## src/rtl/dcache_mshr_file.sv

```systemverilog
// dcache_mshr_file
//   Miss-status holding register file for the data cache. Tracks up to
//   NR_ENTRIES outstanding line misses, merges secondary stores into a line
//   that has not been sent yet, issues memory requests in round-robin order
//   and returns fill data tagged with the original requester ID.
//
// Ports
//   clk_i, rst_i            clock, synchronous active-high reset
//   alloc_*                 miss request from the miss handler (valid/ready)
//   alloc_idx_o             entry allocated or merged into (valid with ready)
//   lookup_addr_i/_hit_o    combinational probe: line held by a busy entry
//   miss_*                  request to the memory side (valid/ready)
//   fill_*                  memory response for one entry
//   rsp_*                   registered completion pulse with ID and data
//   full_o, empty_o         no free entry / every entry free
module dcache_mshr_file #(
  parameter int NR_ENTRIES  = 4,
  parameter int ADDR_WIDTH  = 34,
  parameter int ID_WIDTH    = 2,
  parameter int DATA_WIDTH  = 64,
  parameter int LINE_OFFSET = 3,
  localparam int IDX_W  = (NR_ENTRIES > 1) ? $clog2(NR_ENTRIES) : 1,
  localparam int BE_W   = DATA_WIDTH / 8,
  localparam int LINE_W = ADDR_WIDTH - LINE_OFFSET
) (
  input  logic                  clk_i,
  input  logic                  rst_i,
  input  logic                  alloc_valid_i,
  output logic                  alloc_ready_o,
  input  logic [ADDR_WIDTH-1:0] alloc_addr_i,
  input  logic [ID_WIDTH-1:0]   alloc_id_i,
  input  logic                  alloc_we_i,
  input  logic [DATA_WIDTH-1:0] alloc_wdata_i,
  input  logic [BE_W-1:0]       alloc_be_i,
  output logic [IDX_W-1:0]      alloc_idx_o,
  input  logic [ADDR_WIDTH-1:0] lookup_addr_i,
  output logic                  lookup_hit_o,
  output logic                  miss_valid_o,
  input  logic                  miss_ready_i,
  output logic [IDX_W-1:0]      miss_idx_o,
  output logic [ADDR_WIDTH-1:0] miss_addr_o,
  output logic                  miss_we_o,
  output logic [DATA_WIDTH-1:0] miss_wdata_o,
  output logic [BE_W-1:0]       miss_be_o,
  input  logic                  fill_valid_i,
  input  logic [IDX_W-1:0]      fill_idx_i,
  input  logic [DATA_WIDTH-1:0] fill_data_i,
  output logic                  rsp_valid_o,
  output logic [ID_WIDTH-1:0]   rsp_id_o,
  output logic [DATA_WIDTH-1:0] rsp_data_o,
  output logic                  full_o,
  output logic                  empty_o
);

  typedef enum logic [1:0] {IDLE, PENDING, INFLIGHT} entry_state_e;

  entry_state_e            state_q [NR_ENTRIES];
  entry_state_e            state_d [NR_ENTRIES];
  logic [LINE_W-1:0]       line_q  [NR_ENTRIES];
  logic [ID_WIDTH-1:0]     id_q    [NR_ENTRIES];
  logic                    we_q    [NR_ENTRIES];
  logic [DATA_WIDTH-1:0]   wdata_q [NR_ENTRIES];
  logic [BE_W-1:0]         be_q    [NR_ENTRIES];
  logic [IDX_W-1:0]        rr_q;

  logic [LINE_W-1:0] alloc_line, lookup_line;
  logic              match_any, free_any, all_idle;
  logic [IDX_W-1:0]  match_idx, free_idx, issue_idx;
  logic              issue_valid, handshake;
  logic              merge_ok, alloc_ok, do_alloc, do_merge, fill_ok;
  logic              unused_offset_bits;

  assign alloc_line  = alloc_addr_i[ADDR_WIDTH-1:LINE_OFFSET];
  assign lookup_line = lookup_addr_i[ADDR_WIDTH-1:LINE_OFFSET];
  assign unused_offset_bits = ^{alloc_addr_i[LINE_OFFSET-1:0], lookup_addr_i[LINE_OFFSET-1:0]};

  // Address match against busy entries, lowest free entry, occupancy flags.
  // Entries never share a line, so at most one entry can match.
  always_comb begin
    match_any    = 1'b0;
    match_idx    = '0;
    free_any     = 1'b0;
    free_idx     = '0;
    all_idle     = 1'b1;
    lookup_hit_o = 1'b0;
    for (int i = 0; i < NR_ENTRIES; i++) begin
      if (state_q[i] != IDLE) begin
        all_idle = 1'b0;
        if (line_q[i] == alloc_line) begin
          match_any = 1'b1;
          match_idx = IDX_W'(i);
        end
        if (line_q[i] == lookup_line) lookup_hit_o = 1'b1;
      end else if (!free_any) begin
        free_any = 1'b1;
        free_idx = IDX_W'(i);
      end
    end
  end

  assign full_o  = !free_any;
  assign empty_o = all_idle;

  // Round-robin pick: first PENDING entry scanning upward from rr with wrap.
  always_comb begin
    int j;
    issue_valid = 1'b0;
    issue_idx   = '0;
    for (int i = 0; i < NR_ENTRIES; i++) begin
      j = int'(rr_q) + i;
      if (j >= NR_ENTRIES) j = j - NR_ENTRIES;
      if (!issue_valid && state_q[j] == PENDING) begin
        issue_valid = 1'b1;
        issue_idx   = IDX_W'(j);
      end
    end
  end

  assign miss_valid_o = issue_valid;
  assign miss_idx_o   = issue_idx;
  assign miss_addr_o  = {line_q[issue_idx], {LINE_OFFSET{1'b0}}};
  assign miss_we_o    = we_q[issue_idx];
  assign miss_wdata_o = wdata_q[issue_idx];
  assign miss_be_o    = be_q[issue_idx];
  assign handshake    = issue_valid && miss_ready_i;

  // Only a store into a store entry that is still waiting can merge; an entry
  // leaving this cycle has already committed its data, so the merge stalls.
  assign merge_ok = match_any && state_q[match_idx] == PENDING && we_q[match_idx]
                    && alloc_we_i && !(handshake && issue_idx == match_idx);
  assign alloc_ok = !match_any && free_any;

  assign alloc_ready_o = !rst_i && alloc_valid_i && (merge_ok || alloc_ok);
  assign alloc_idx_o   = match_any ? match_idx : free_idx;
  assign do_alloc      = alloc_ready_o && alloc_ok;
  assign do_merge      = alloc_ready_o && merge_ok;

  assign fill_ok = fill_valid_i && (int'(fill_idx_i) < NR_ENTRIES)
                   && state_q[fill_idx_i] == INFLIGHT;

  // Per-entry next state. Alloc, issue and fill act on entries in disjoint
  // states, so they never target the same entry in one cycle.
  always_comb begin
    state_d = state_q;
    if (do_alloc)  state_d[free_idx]   = PENDING;
    if (handshake) state_d[issue_idx]  = INFLIGHT;
    if (fill_ok)   state_d[fill_idx_i] = IDLE;
  end

  // State, round-robin pointer and the registered response.
  always_ff @(posedge clk_i) begin
    if (rst_i) begin
      for (int i = 0; i < NR_ENTRIES; i++) state_q[i] <= IDLE;
      rr_q        <= '0;
      rsp_valid_o <= 1'b0;
      rsp_id_o    <= '0;
      rsp_data_o  <= '0;
    end else begin
      state_q <= state_d;
      if (handshake)
        rr_q <= (issue_idx == IDX_W'(NR_ENTRIES - 1)) ? '0 : issue_idx + 1'b1;
      rsp_valid_o <= fill_ok;
      if (fill_ok) begin
        rsp_id_o   <= id_q[fill_idx_i];
        rsp_data_o <= fill_data_i;
      end
    end
  end

  // Entry payload; only meaningful while the entry is busy, so no reset.
  always_ff @(posedge clk_i) begin
    if (do_alloc) begin
      line_q[free_idx]  <= alloc_line;
      id_q[free_idx]    <= alloc_id_i;
      we_q[free_idx]    <= alloc_we_i;
      wdata_q[free_idx] <= alloc_wdata_i;
      be_q[free_idx]    <= alloc_be_i;
    end else if (do_merge) begin
      for (int k = 0; k < BE_W; k++)
        if (alloc_be_i[k]) wdata_q[match_idx][8*k +: 8] <= alloc_wdata_i[8*k +: 8];
      be_q[match_idx] <= be_q[match_idx] | alloc_be_i;
    end
  end

endmodule

```

## config.mk

```make
export PLATFORM = sky130hd
export DESIGN_NAME = dcache_mshr_file
export DESIGN_NICKNAME = d
export VERILOG_FILES = /design/src/rtl/dcache_mshr_file.sv
export SDC_FILE = /design/constraint.sdc
export NUM_CORES = 1
export LEC_CHECK = 0
export CAP_MARGIN = 0
export CORE_ASPECT_RATIO = 1.4
export CORE_MARGIN = 3
export CORE_UTILIZATION = 50
export CTS_CLUSTER_DIAMETER = 60
export CTS_CLUSTER_SIZE = 10
export DETAILED_ROUTE_END_ITERATION = 16
export PLACE_DENSITY = 0.76
export SKIP_LAST_GASP = 1
export SLEW_MARGIN = 20
export SYNTH_ARGS = -nofsm -noshare
export SYNTH_HDL_FRONTEND = slang
export SYNTH_SLANG_ARGS = --single-unit
```

## constraint.sdc

```tcl
create_clock -name clk_i -period 10.3 [get_ports clk_i]
set_input_delay 2.06 -clock clk_i [delete_from_list [all_inputs] [get_ports clk_i]]
set_output_delay 2.06 -clock clk_i [all_outputs]
set_load 0.05 [all_outputs]
```

==> run summary <==
Status: finished clean
Top FF cell, synth: edfxtp_1
Clk Latency, worst-skew pair: 0.60 ns
Crit-path leading delay family: simple AND/OR/NAND/NOR gates
Die area: 48,400 um2
RD Place Congestion: 1.01
Vias in the first global route: 17,600
First-pass GRT wire length: 111,000 um
Die span in y: 259 um
Largest net degree at the start of global routing: 213
Sinks on the clock net: 501
HP Class: register to register
WP data required: 8.24 ns
Worst-Margin Slew: 1.40 ns
Top-count cell post-synth: nand2_1
PwrDens: 165 nW/um2
Initial Util: 0.507
Tmin final: 8.46 ns
Total power: 4750 uW
Post-CTS Hold Buffers: 0
Gates resized, CTS repair: 0
DR vias: 18,000
Setup Skew: 0.0247 ns
FF-to-FF End: wdata_q[1][9]
DP Worst Slack: 1.93 ns
Maxcap violations: 0
Count of different cell masters after synthesis: 66
Detailed Route Iter0 Violations: 1,607
Root Driver: clkbuf_16
Critical path class: input port to primary output
Hold wc startpoint: rsp_data_o[59]
Final worst-path cycle share: 0.821
Seq/Total Area, Yosys: 0.624
Crit-path slowest cell: clkdlybuf4s50_1
DRC: 0
Fin. Hold Viols: 0
Area Growth Syn to Fin: 26.0%
First drt pass iteration count: 5
Bufs and invs on worst path: 2
Crit. End Element: primary output
WL/cell: 24.9 um
Placed insts: 2,962
Global route overflow: 0
Worst Path Arrival: 6.40 ns
Initial antenna violation count: 4
Setup TNS: 0 ns
Fillers: 3,518
Largest stage delay, worst path: 0.88 ns
Final Non-Filler Cells: 3,035
Top Ports: 397
VDD IR max: 0.000140 V
Final WL: 75,600 um
Post-DP HPWL: 53,000 um
Slew Limit Fails: 0
Reg2Reg Depth: 9
Share of the synthesized area in the top cell type: 0.556
Core Area: 45,100 um2
Fraction of layout instances using a drive strength above 1: 0.0413
RSZ-0062 raised after global routing: no
Synth warn: 0
Leading area contributor after synthesis: edfxtp_1
Clock-pin slew on the worst setup and hold paths: 0.06 ns
Die width: 187 um
Hold Path Sink: rsp_data_o[59]
Post-CTS Repair Setup Buffers: 0
Avg Inst Size Synth: 11.1 um2
CTS tree: done
Largest fanout on the critical path: 8
CTS buffer count: 56
Cells after Synth: 2,055
Via density per instance: 5.92
Core Rows: 92
Cell area after synthesis: 22,900 um2
FF-to-FF setup slack: 4.79 ns
Commonest cells in the netlist: 566 x nand2_1, 424 x edfxtp_1, 175 x xor2_1
EDFF count, synth: 424
Synth top area cells: edfxtp_1 56%, nand2_1 9.3%, dfxtp_1 6.7%
Hold Path Stages: 2
Final WS setup: 1.84 ns
Final setup viols: 0
Antenna viol nets, final: 0
All-layer global routing usage: 0.301
Nets: 2,627
H-tree depth: 2
#FFs+latches synth: 501
Static leakage: 0.00999 uW
PortBufs: 387
Setup crit start kind: input port
F_max: 118 MHz
CP Cell Sequence: clkdlybuf4s50_1 > xnor2_1 > nand4_1 > nor4_1 > nand4_1 > and2_1 > a22oi_1 > nand3_1 > o21ai_0 > clkdlybuf4s50_1
RR Startpoint: state_q[6]
Max Buffers Root-to-Sink: 3
Synth async-reset ratio: 0
Slew HR: 0.0656
-- cell usage in the layout (no fill, tap or decap), types with 8 or more instances in the layout --
cell type        synthesis  final
nor4_1                  65     65
xnor2_1                 73     73
nor2_1                  36     36
buf_4                    3     21
inv_1                   14     13
clkbuf_1               104     10
o21ai_0                  8      8
and3_1                 108    108
edfxtp_1               424    424
o21bai_1                 8      8
nand2_1                566    566
clkbuf_16                0     57
a31oi_1                105    105
nor2b_1                 10     10
dfxtp_1                 77     77
clkdlybuf4s50_1          0    386
xor2_1                 175    175
a211oi_1                11     11
nand2b_1                 8      8
mux2i_1                 10     10
nand4_1                 49     49
a21oi_1                116    116
-- worst min-delay path, delay by kind of cell, from the launching register on --
kind,cells,cell delay (ns)
AO/OA/AOI/OAI,1,0.05
flip-flops,1,0.30
AND/OR/NAND/NOR,1,0.05
-- power by group --
group	total [uW]	leakage, uW	internal, uW	switching [uW]
Clock	1740	0.000737	986	752
Combinational	731	0.00478	254	477
Sequential	2280	0.00447	2250	28.7
-- sequential cells by signal (all words and copies together) (netlist names) --
register,cells
rsp_valid_o,1
wdata_q,256
state_q,8
id_q,8
be_q,32
rr_q,2
line_q,124
rsp_data_o,64
rsp_id_o,2
we_q,4
-- cells by family after synthesis --
group,after synthesis,synth area share
adder cells (fa/ha/maj),4,0.00219
multiplexers,13,0.00684
flip-flops,501,0.624
XOR/XNOR,248,0.0949
other,1,0.000164
AND/OR/NAND/NOR,876,0.175
AO/OA/AOI/OAI,282,0.0745
buffers and inverters,130,0.0221
-- per-stage QoR --
step	area [um2]	utilization	hold WS, ns
floorplan	22900	-	0.487
global placement	27300	0.605	0.441
detailed placement	27300	0.605	0.445
CTS	28800	0.639	0.453
global route	28800	0.639	0.472
finish	28800	0.639	0.451
-- how the worst max path moves through the flow --
stage,to,from,depth (start not counted)
4_1_cts,alloc_ready_o,alloc_addr_i[33],10
6_report,alloc_ready_o,alloc_addr_i[33],10
3_5_place_dp,alloc_ready_o,alloc_addr_i[33],10
5_1_grt,alloc_ready_o,alloc_addr_i[33],10
3_3_place_gp,alloc_ready_o,alloc_addr_i[33],10
2_1_floorplan,alloc_ready_o,alloc_addr_i[10],10
-- layer usage --
metal | wire length [um] | GRT usage | up-vias
met4 | 3920 | 0.146 | 2
met1 | 28100 | 0.360 | 8776
met2 | 37900 | 0.522 | 940
met5 | 13 | 0 | -
met3 | 5720 | 0.0615 | 198
li1 | - | - | 8060
-- cell type report --
type	count	area [um2]	share of cell area
sequential	501	14300	0.495
timing repair buffer	409	4050	0.140
multi-input combinational	1426	8150	0.283
clock buffer	67	1460	0.0508
clock inverter	3	55.1	0.00191
inverter	15	63.8	0.00221
antenna	3	7.51	0.000260
tap	611	764	0.0265
Power figures use the tool's default switching activity.
